===== config.mk =====
export PLATFORM = sky130hd
export DESIGN_NAME = apb_reg_completer
export DESIGN_NICKNAME = d
export VERILOG_FILES = /design/src/rtl/apb_pkg.sv /design/src/rtl/apb_reg_bank.sv /design/src/rtl/apb_reg_completer.sv
export SDC_FILE = /design/constraint.sdc
export NUM_CORES = 1
export LEC_CHECK = 0
export CORE_MARGIN = 2
export CORE_UTILIZATION = 35
export DETAILED_ROUTE_END_ITERATION = 16
export GPL_TIMING_DRIVEN = 0
export PLACE_DENSITY = 0.77
export SLEW_MARGIN = 5
export SYNTH_ARGS = -nofsm -noshare
export SYNTH_HDL_FRONTEND = slang
export SYNTH_HIERARCHICAL = 1
export SYNTH_SLANG_ARGS = --single-unit

===== constraint.sdc =====
create_clock -name s_apb_aclk -period 2.75 [get_ports s_apb_aclk]
set_clock_uncertainty 0.1 [all_clocks]
set_input_delay 0.55 -clock s_apb_aclk [delete_from_list [all_inputs] [get_ports s_apb_aclk]]
set_output_delay 0.55 -clock s_apb_aclk [all_outputs]
set_load 0.02 [all_outputs]

===== src/rtl/apb_pkg.sv =====
// Shared types and elaboration helpers for the APB register completer.
package apb_pkg;

  typedef enum logic [1:0] {
    IDLE   = 2'd0,
    ACCESS = 2'd1,
    DONE   = 2'd2
  } apb_state_e;

  localparam int WCNT_W = 4;

  // Byte-offset bits below the word index.
  function automatic int addr_lsb(input int data_width);
    return $clog2(data_width / 8);
  endfunction

  function automatic int idx_bits(input int reg_count);
    return (reg_count > 1) ? $clog2(reg_count) : 0;
  endfunction

  // Storage width for an index; never zero so ports stay legal.
  function automatic int idx_width(input int reg_count);
    return (idx_bits(reg_count) > 0) ? idx_bits(reg_count) : 1;
  endfunction

endpackage


===== src/rtl/apb_reg_bank.sv =====
// Word register file with byte-strobe writes, read-only status mux and
// a one-cycle write pulse per register.
module apb_reg_bank
  import apb_pkg::*;
#(
  parameter int                    DATA_WIDTH = 32,
  parameter int                    REG_COUNT  = 4,
  parameter logic [REG_COUNT-1:0]  RO_MASK    = '0,
  parameter int                    IDX_W      = idx_width(REG_COUNT)
) (
  input  logic                            i_clk,
  input  logic                            i_rst_n,
  input  logic                            i_we,
  input  logic [IDX_W-1:0]                i_idx,
  input  logic [DATA_WIDTH-1:0]           i_wdata,
  input  logic [DATA_WIDTH/8-1:0]         i_strb,
  input  logic [REG_COUNT*DATA_WIDTH-1:0] i_status,
  output logic [DATA_WIDTH-1:0]           o_rdata,
  output logic [REG_COUNT*DATA_WIDTH-1:0] o_reg_out,
  output logic [REG_COUNT-1:0]            o_wr_pulse
);

  localparam int STRB_W = DATA_WIDTH / 8;

  logic [DATA_WIDTH-1:0] r_regs [REG_COUNT];
  logic [REG_COUNT-1:0]  r_wr_pulse;

  always_ff @(posedge i_clk) begin
    if (!i_rst_n) begin
      // NOTE: these are individual flops, not a RAM macro, so a reset loop is
      // legal here and gives every control register its required zero value.
      for (int i = 0; i < REG_COUNT; i++) r_regs[i] <= '0;
      r_wr_pulse <= '0;
    end else begin
      // NOTE: non-blocking assignments keep every flop sampling pre-edge values,
      // so the default-clear of the pulse and the set below cannot race.
      r_wr_pulse <= '0;
      for (int i = 0; i < REG_COUNT; i++) begin
        if (i_we && (i_idx == IDX_W'(i))) begin
          for (int b = 0; b < STRB_W; b++) begin
            if (i_strb[b]) r_regs[i][b*8 +: 8] <= i_wdata[b*8 +: 8];
          end
          r_wr_pulse[i] <= 1'b1;
        end
      end
    end
  end

  always_comb begin
    // NOTE: assign a default before any conditional write so no path leaves
    // the output unassigned, which would otherwise infer a latch.
    o_rdata = '0;
    for (int i = 0; i < REG_COUNT; i++) begin
      if (i_idx == IDX_W'(i)) begin
        o_rdata = RO_MASK[i] ? i_status[i*DATA_WIDTH +: DATA_WIDTH] : r_regs[i];
      end
    end
  end

  for (genvar g = 0; g < REG_COUNT; g++) begin : g_reg_out
    assign o_reg_out[g*DATA_WIDTH +: DATA_WIDTH] = r_regs[g];
  end

  assign o_wr_pulse = r_wr_pulse;

endmodule


===== src/rtl/apb_reg_completer.sv =====
// APB4 completer: setup/access FSM with programmable wait states, address
// decode with error response, and a byte-strobed register bank behind it.
module apb_reg_completer
  import apb_pkg::*;
#(
  parameter int                   ADDR_WIDTH  = 32,
  parameter int                   DATA_WIDTH  = 32,
  parameter int                   REG_COUNT   = 4,
  parameter int                   WAIT_STATES = 0,
  parameter logic [REG_COUNT-1:0] RO_MASK     = '0
) (
  input  logic                            s_apb_aclk,
  input  logic                            s_apb_aresetn,
  input  logic [ADDR_WIDTH-1:0]           s_apb_paddr,
  input  logic                            s_apb_psel,
  input  logic                            s_apb_penable,
  input  logic                            s_apb_pwrite,
  input  logic [DATA_WIDTH-1:0]           s_apb_pwdata,
  input  logic [DATA_WIDTH/8-1:0]         s_apb_pstrb,
  output logic [DATA_WIDTH-1:0]           s_apb_prdata,
  output logic                            s_apb_pready,
  output logic                            s_apb_pslverr,
  output logic [REG_COUNT*DATA_WIDTH-1:0] reg_out,
  input  logic [REG_COUNT*DATA_WIDTH-1:0] status_in,
  output logic [REG_COUNT-1:0]            reg_wr_pulse
);

  localparam int ADDR_LSB = addr_lsb(DATA_WIDTH);
  localparam int IDX_BITS = idx_bits(REG_COUNT);
  localparam int IDX_W    = idx_width(REG_COUNT);

  apb_state_e          r_state;
  logic [WCNT_W-1:0]   r_wcnt;

  logic                w_setup;
  logic                w_pready;
  logic                w_misaligned;
  logic                w_high_bits;
  logic                w_in_range;
  logic                w_ro;
  logic                w_err;
  logic                w_we;
  logic [IDX_W-1:0]    w_idx;
  logic [DATA_WIDTH-1:0] w_rdata;

  assign w_setup = s_apb_psel && !s_apb_penable;

  // Reset is synchronous, so the current-cycle reset level gates completion:
  // a transfer caught by reset never reports ready and never commits.
  assign w_pready = s_apb_aresetn && (r_state == ACCESS) && s_apb_psel &&
                    s_apb_penable && (r_wcnt == '0);

  always_ff @(posedge s_apb_aclk) begin
    if (!s_apb_aresetn) begin
      r_state <= IDLE;
      r_wcnt  <= '0;
    end else begin
      case (r_state)
        IDLE: begin
          if (w_setup) begin
            r_wcnt  <= WCNT_W'(WAIT_STATES);
            r_state <= ACCESS;
          end
        end
        ACCESS: begin
          if (!s_apb_psel) begin
            r_state <= IDLE;
          end else if (s_apb_penable) begin
            if (r_wcnt == '0) r_state <= DONE;
            else              r_wcnt  <= r_wcnt - 1'b1;
          end
        end
        DONE: begin
          // A setup phase arriving right after completion is taken directly.
          if (w_setup) begin
            r_wcnt  <= WCNT_W'(WAIT_STATES);
            r_state <= ACCESS;
          end else begin
            r_state <= IDLE;
          end
        end
        default: r_state <= IDLE;
      endcase
    end
  end

  // Split the byte address into offset, index and must-be-zero upper bits.
  always_comb begin
    w_misaligned = 1'b0;
    w_high_bits  = 1'b0;
    w_idx        = '0;
    for (int i = 0; i < ADDR_WIDTH; i++) begin
      if (i < ADDR_LSB)                  w_misaligned = w_misaligned | s_apb_paddr[i];
      else if (i >= ADDR_LSB + IDX_BITS) w_high_bits  = w_high_bits  | s_apb_paddr[i];
    end
    for (int i = 0; i < IDX_BITS; i++) w_idx[i] = s_apb_paddr[ADDR_LSB + i];
  end

  always_comb begin
    w_ro = 1'b0;
    for (int i = 0; i < REG_COUNT; i++) begin
      if (w_idx == IDX_W'(i)) w_ro = RO_MASK[i];
    end
  end

  assign w_in_range = (int'(w_idx) < REG_COUNT);
  assign w_err      = w_misaligned || w_high_bits || !w_in_range ||
                      (s_apb_pwrite && w_ro);
  assign w_we       = w_pready && s_apb_pwrite && !w_err;

  apb_reg_bank #(
    .DATA_WIDTH (DATA_WIDTH),
    .REG_COUNT  (REG_COUNT),
    .RO_MASK    (RO_MASK),
    .IDX_W      (IDX_W)
  ) u_bank (
    .i_clk      (s_apb_aclk),
    .i_rst_n    (s_apb_aresetn),
    .i_we       (w_we),
    .i_idx      (w_idx),
    .i_wdata    (s_apb_pwdata),
    .i_strb     (s_apb_pstrb),
    .i_status   (status_in),
    .o_rdata    (w_rdata),
    .o_reg_out  (reg_out),
    .o_wr_pulse (reg_wr_pulse)
  );

  assign s_apb_pready  = w_pready;
  assign s_apb_pslverr = w_pready && w_err;
  assign s_apb_prdata  = (w_pready && !s_apb_pwrite && !w_err) ? w_rdata : '0;

endmodule


==> results of run 1 <==
-- placed cells by master (no fill, tap or decap), types with 2 or more instances in the layout --
cell type / instances
buf_1: 2
buf_12: 31
buf_16: 6
buf_2: 19
buf_4: 46
buf_6: 18
buf_8: 3
bufinv_16: 4
clkbuf_1: 7
clkbuf_16: 23
clkbuf_2: 12
clkbuf_4: 2
clkdlybuf4s15_1: 3
clkdlybuf4s50_1: 169
clkinv_2: 3
clkinv_4: 3
clkinvlp_4: 2
dfxtp_1: 8
dfxtp_2: 2
dlygate4sd2_1: 10
dlymetal6s2s_1: 4
edfxtp_1: 128
inv_1: 4
inv_2: 3
inv_6: 2
mux4_2: 32
nand2_1: 38
nand2_4: 4
nand2b_1: 2
nand4_1: 36
nand4b_1: 2
nor2_1: 133
nor4_2: 7
nor4_4: 32
o21ai_4: 16
o32ai_1: 2
-- what timing repair did --
item / 4_1_cts / 5_1_grt
gates cloned: 9 / 3
gates resized for setup: 343 / 100
setup endpoints to repair: 294 / 285
endpoints found under the hold margin: 0 / 0
pin swaps: 58 / 41
buffers inserted: 38 / 6
-- flip-flops by register name, indices dropped and copies added, names as in the netlist --
signal	flops
u_bank/r_regs	128
r_state	2
u_bank/o_wr_pulse	4
r_wcnt	4
-- per-layer routing --
| layer | part of all wire | vias to the layer above | global-route usage | wire, um |
|---|---|---|---|---|
| li1 | - | 2590 | - | - |
| met1 | 0.37 | 2954 | 0.294 | 9580 |
| met2 | 0.52 | 368 | 0.437 | 13300 |
| met3 | 0.090 | 41 | 0.0702 | 2320 |
| met4 | 0.023 | 0 | 0.103 | 607 |
| met5 | 0 | - | 0 | 0 |
-- path summary, 6_finish.rpt --
| kind | to | slack [ns] | depth (start not counted) | start |
|---|---|---|---|---|
| worst max-delay path | s_apb_prdata[3] | -0.04 | 9 | r_wcnt[0] |
| worst min-delay path | r_state[0] | 0.35 | 3 | s_apb_aresetn |
| worst max register to register | u_bank/r_regs[1][8] | 0.04 | 11 | r_wcnt[0] |
| worst min register to register | r_state[0] | 0.36 | 1 | r_state[1] |
-- stage by stage --
| stage | worst slack (ns) | TNS, ns |
|---|---|---|
| floorplan | -0.164 | -15.29 |
| global placement | -1.75 | -342.48 |
| detailed placement | -1.71 | -343.62 |
| CTS | -0.0304 | -0.506 |
| global route | -0.155 | -3.91 |
| finish | -0.0409 | -0.106 |
-- worst register-to-register path, cell delays in order (launching register included) --
cell	delay (ns)
dfxtp_2	0.32
inv_2	0.08
ha_4	0.14
nor3b_4	0.25
nand4_4	0.16
buf_12	0.19
buf_16	0.15
nor4_4	0.31
buf_6	0.23
buf_6	0.18
nand4_1	0.22
nor2_1	0.21
-- power groups by stage --
stage               logic (W)  clock network, W  registers (W)
global placement     0.000601                 0        0.00243
finish               0.000713           0.00242        0.00239
detailed placement   0.000606                 0        0.00243
floorplan            0.000210                 0        0.00250
CTS                  0.000694           0.00243        0.00239
global route         0.000741           0.00251        0.00239
-- cell type report --
| type | count | area [um^2] | share of cell area |
|---|---|---|---|
| sequential | 138 | 4050 | 0.351 |
| timing repair buffer | 288 | 3090 | 0.268 |
| multi-input combinational | 327 | 2920 | 0.254 |
| buffer | 51 | 514 | 0.0446 |
| clock buffer | 17 | 425 | 0.0369 |
| tap | 234 | 293 | 0.0254 |
| clock inverter | 15 | 198 | 0.0172 |
| inverter | 7 | 26.3 | 0.00228 |
-- kinds of logic after synthesis --
group	Yosys count	synth area share
compound gates	26	0.0245
fa+ha+maj	2	0.00376
buf+inv	58	0.0547
flops	138	0.608
mux	32	0.108
simple gates	267	0.201
==> parameters.txt, run 1 <==
Parameter                              Value

Finish
  Total of fill cells in the finished design ... 1,365
  Fin area ... 11,500 um^2
  Layout cells sized above 1 ... 0.332
  Final Net Count ... 1,033
  Total inserted antenna cells ... 0
  Area growth from synthesis to final layout ... 73.2%
  Number of non-filler instances in the completed layout ... 1,077
  Share of the core filled with cells in the final layout ... 0.616

Synthesis
  Number of nets in the synthesized netlist ... 726
  Average footprint of a synthesized cell ... 12.7 um^2
  Most numerous cell in the Yosys netlist ... nor2_1
  Register area share after synthesis ... 0.608
  Area contributors post-synth ... edfxtp_1, mux4_2, nor2_1
  Number of distinct library cell variants in the gate-level netlist after synthesis ... 37
  Synthesized instance count ... 523
  Top cells by instance count after synthesis ... nor2_1, edfxtp_1, nand2_1, nand4_1, mux4_2
  Count of warnings emitted by yosys ... 6
  Post-synthesis cell type with the largest combined area ... edfxtp_1
  Ys flop type ... edfxtp_1
  Share of synthesized registers carrying an async set or reset ... 0
  Fraction of post-synthesis cell area in the top cell type by area ... 0.578
  Number of synthesized flops with an enable pin ... 128
  Number of register bits inferred by synthesis ... 138
  Post-synthesis instance area ... 6650 um^2

GRT
  Overall overflow remaining after global route ... 0
  Maximum number of pins on one net before global-route repair ... 17
  Global-route wire length before repair ... 36,600 um
  Number of antenna violations at the first check in global routing ... 0
  Tot GR Track Use ... 0.251
  Number of global-route vias before repair ... 6,066

CTS
  Clock transition at path regs ... 0.06 ns
  Clock root buffer ... clkbuf_16
  CTS Sinks ... 138
  TritonCTS clock tree ... yes
  Insertion delay of the later-clocked pin in the worst-skew pair ... 0.42 ns
  Longest Clk Path Bufs ... 2
  H-tree depth ... 4
  Hold buffer count at CTS ... 0
  Number of clock buffers inserted by TritonCTS ... 17

Route
  Number of design-rule violations left by the first detailed-router iteration ... 517
  Number of iterations in the first detailed-routing pass ... 4
  Detailed-route vias per instance ... 5.53
  Total vias in the final route ... 5,953
  DRT antenna net count ... 0
  Total Wirelength ... 25,800 um
  Routed len/inst ... 24.0 um
  Number of design rule violations left after detail routing ... 0

Outcome
  Violations in the final reports ... negative setup slack
  Result of the run ... complete, but fails checks

Worst setup path
  Maximum net fanout on the critical path ... 4
  Critical-path cell list ... inv_2 > ha_4 > nor3b_4 > nand4_4 > buf_12 > buf_16 > buf_6 > nor4_4 > buf_4
  Kind of start point of the critical path ... flip-flop
  Critical path required time ... 2.10 ns
  Crit Path Category ... reg -> out
  CP top delay family ... buffers and inverters
  CP arrival ... 2.14 ns
  Count of buffering cells on the critical path with inverters included ... 5
  Worst path slowest cell ... dfxtp_2
  Type of element capturing the critical path ... output port
  Max incr delay on CP ... 0.32 ns

Placement
  IO Port Bufs ... 231
  Final HPWL from detailed placement ... 17,000 um
  Placed Instance Area ... 9260 um^2
  Final weighted congestion in routability-driven placement ... 0.809
  Cell Count Post-Placement ... 989

Pwr
  Worst voltage drop across the vdd grid ... 0.435 mV
  Sum of internal, switching and leakage power ... 0.00552 W
  Share of power burned in registers ... 0.432
  Ratio of total power to cell area ... 479 nW/um^2
  Reported net switching power ... 0.00132 W
  Proportion of power drawn by the clock network ... 0.439
  Gate power share ... 0.129
  Internal power ... 0.00420 W
  Leak Pwr ... 4.56 nW
  Switching power share of the total ... 0.239

Die
  Total number of placement rows ... 50
  Overall die height ... 142 um
  Floorplan Core Area ... 18,700 um^2
  Die X-Extent ... 142 um
  Total Die Area ... 20,100 um^2
  Top-level port count ... 367
  Initial Utilization ... 0.356

Timing
  Smallest setup slack after layout ... -0.0409 ns
  Setup repair after global routing missed its margin ... yes
  Slew at the pin closest to its max-slew limit ... 1.22 ns
  Share of the clock period used by the worst path after layout ... 1.01
  Slew margin rel. ... 0.187
  Highest achievable clock rate ... 358 MHz
  Final slew viol count ... 0
  Total of endpoints with negative setup slack in the final report ... 4
  Final hold violations ... 0
  Tmin final ... 2.79 ns
  Worst hold margin ... 0.353 ns

Job
  MaxCap Viol Count ... 0

Worst hold path
  Path type of the worst min-delay path ... in -> reg
Power figures use the tool's default switching activity.
==> run 2: changes to the inputs <==
CORE_MARGIN = 5   (was 2)
CTS_CLUSTER_SIZE = 40   (was unset)
==> run 2 against run 1 <==
  * The run still ends with negative setup slack left
  * Largest power group unchanged
  * Utilization shrank 1.2 points
  * Highest routed layer unchanged
  * Die area is 8.6% higher
  * Maximum frequency down 0.73%
==> parameters.txt, run 2 (synthesis results as in run 1) <==
Parameter                              Value

Finish
  Fin area ... 11,300 um^2 (-1.9%)
  Final Net Count ... 1,023 (-0.97%)
  Area growth from synthesis to final layout ... 69.8%
  Flip-flop count of the largest register after layout ... 128 (unchanged)
  Leading cell types in the layout, fill and taps excluded ... clkdlybuf4s50_1, nor2_1, edfxtp_1
  Layout cells sized above 1 ... 0.324 (-0.00802)
  Top register by number of flip-flops ... u_bank/r_regs
  Most common cell after layout, fill and taps aside ... clkdlybuf4s50_1
  Total of fill cells in the finished design ... 1,424 (+4.3%)

Die
  Floorplan Core Area ... 18,700 um^2 (unchanged)
  Top-level port count ... 367 (unchanged)
  Total Die Area ... 21,900 um^2 (+8.6%)
  Overall die height ... 148 um (+4.2%)
  Die X-Extent ... 148 um (+4.2%)
  Total number of placement rows ... 50 (unchanged)
  Initial Utilization ... 0.356 (unchanged)

Pwr
  Worst voltage drop across the vdd grid ... 0.424 mV (-2.5%)
  Ratio of total power to cell area ... 500 nW/um^2 (+4.2%)
  Leak Pwr ... 4.38 nW (-4.0%)

Route
  Number of design rule violations left after detail routing ... 0 (unchanged)
  Detailed-route vias per instance ... 5.47 (-1.1%)
  Routed len/inst ... 24.5 um (+2.1%)
  Total vias in the final route ... 5,839 (-1.9%)
  Total Wirelength ... 26,200 um (+1.3%)
  Number of iterations in the first detailed-routing pass ... 5 (+1)
  Number of design-rule violations left by the first detailed-router iteration ... 419 (-19%)
  DRT antenna net count ... 0 (unchanged)

Timing
  Highest achievable clock rate ... 356 MHz (-0.73%)
  Setup_tns ... -0.137 ns (-0.0316 ns)
  Tmin final ... 2.81 ns (+0.0206 ns)
  Worst hold margin ... 0.358 ns (+0.00493 ns)
  Final hold violations ... 0 (unchanged)
  Smallest setup slack after layout ... -0.0615 ns (-0.0206 ns)
  Slew at the pin closest to its max-slew limit ... 1.22 ns (-0.000591 ns)
  Share of the clock period used by the worst path after layout ... 1.02 (+0.00749)
  Slew margin rel. ... 0.188 (+0.000394)
  Final slew viol count ... 0 (unchanged)
  Total of endpoints with negative setup slack in the final report ... 7 (+3)
  Setup repair after global routing missed its margin ... yes

Worst setup path
  CP arrival ... 2.16 ns (+0.02 ns)
  Crit Path Category ... reg -> out
  Type of element capturing the critical path ... output port
  Kind of start point of the critical path ... flip-flop
  Maximum net fanout on the critical path ... 10 (+6)
  Launch point of the worst path ... r_wcnt[1]
  Startpoint of the worst-slack reg-to-reg timing path ... r_wcnt[1]
  Critical path required time ... 2.10 ns (about the same)

Worst hold path
  Path type of the worst min-delay path ... in -> reg
  Worst Hold Launch ... s_apb_aresetn

CTS
  TritonCTS clock tree ... yes
  Insertion delay of the later-clocked pin in the worst-skew pair ... 0.41 ns (about the same)
  Longest Clk Path Bufs ... 2 (unchanged)
  CTS Sinks ... 138 (unchanged)
  Clock transition at path regs ... 0.06 ns (about the same)
  Clock root buffer ... clkbuf_16
  Hold buffer count at CTS ... 0 (unchanged)
  H-tree depth ... 4 (unchanged)
  Number of clock buffers inserted by TritonCTS ... 17 (unchanged)

GRT
  Overall overflow remaining after global route ... 0 (unchanged)
  Number of global-route vias before repair ... 6,187 (+2.0%)
  Global-route wire length before repair ... 38,200 um (+4.3%)
  Number of antenna violations at the first check in global routing ... 1 (+1)
  Tot GR Track Use ... 0.234 (-0.0173)
  Maximum number of pins on one net before global-route repair ... 17 (unchanged)

Job
  MaxCap Viol Count ... 0 (unchanged)

Placement
  Final HPWL from detailed placement ... 17,800 um (+5.1%)
  Placed Instance Area ... 9270 um^2 (about the same)
  Final weighted congestion in routability-driven placement ... 0.860 (+6.3%)
  IO Port Bufs ... 231 (unchanged)

Outcome
  Result of the run ... complete, but fails checks
  Violations in the final reports ... negative setup slack
-- run 2: changes by cell type in the layout (fill, tap and decap cells not counted), moves of 4 or more --
cell             delta
clkdlybuf4s15_1     +4
dlygate4sd2_1       -9
buf_12              -6
dlymetal6s2s_1      +5
buf_4               +7
-- run 2: worst max-delay path, stage by stage (launching register included) --
cell and delay (ns):
dfxtp_2 0.32, inv_2 0.08, ha_4 0.14, nor3b_4 0.23
nand4_4 0.11, buf_12 0.18, buf_12 0.16, nor4_4 0.32
buf_4 0.19
-- run 2: worst paths after layout --
path / to / slack, ns / depth (start not counted)
worst max-delay path: s_apb_prdata[4] / -0.06 / 8
worst min-delay path: r_state[0] / 0.36 / 3
worst max register to register: u_bank/r_regs[0][2] / 0.14 / 12
worst min register to register: r_state[0] / 0.36 / 1
-- run 2: layout make-up --
cell class	instances	area, um^2	share of cell area
Timing Repair Buffer	278	2870	0.254
Multi-Input combinational cell	327	2900	0.257
Clock buffer	20	437	0.0387
Buffer	51	495	0.0439
Tap cell	234	293	0.0259
Clock inverter	12	221	0.0196
Sequential cell	138	4050	0.358
Inverter	7	26.3	0.00233
Antenna cell	1	2.50	0.000222
-- run 2: what timing repair did --
action,4_1_cts,5_1_grt
resized for setup,353,86
setup endpoints to repair,294,243
cloned,7,0
pin swaps,40,29
setup buffers,27,12
-- run 2: stage by stage --
step | setup slack (ns) | power (W) | util | instances
after floorplan | -0.164 | 0.00271 | - | 523
after global placement | -1.94 | 0.00303 | 0.495 | 988
after detailed placement | -1.93 | 0.00304 | 0.496 | 990
after CTS | -0.0125 | 0.00565 | 0.586 | 1055
after global routing | -0.178 | 0.00581 | 0.604 | 1068
final | -0.0615 | 0.00564 | 0.604 | 1068
-- run 2: power by group --
group          switching [W]  internal [W]  total, W
Sequential         0.0000396       0.00235   0.00239
Combinational       0.000372      0.000325  0.000698
Clock               0.000860       0.00170   0.00256
Total                0.00127       0.00437   0.00564
-- run 2: metal layers --
| metal | global-route usage | share of wire | vias to the layer above |
|---|---|---|---|
| met1 | 0.292 | 0.38 | 2884 |
| met4 | 0.0697 | 0.024 | 0 |
| li1 | - | - | 2577 |
| met3 | 0.0592 | 0.094 | 42 |
| met2 | 0.404 | 0.50 | 336 |
| met5 | 0 | 0 | - |
==> run 3: changes to the inputs <==
CORE_MARGIN = 2   (was 5)
==> results of run 3 <==
The final DEF is identical to that of run 1; final timing and power are the same.
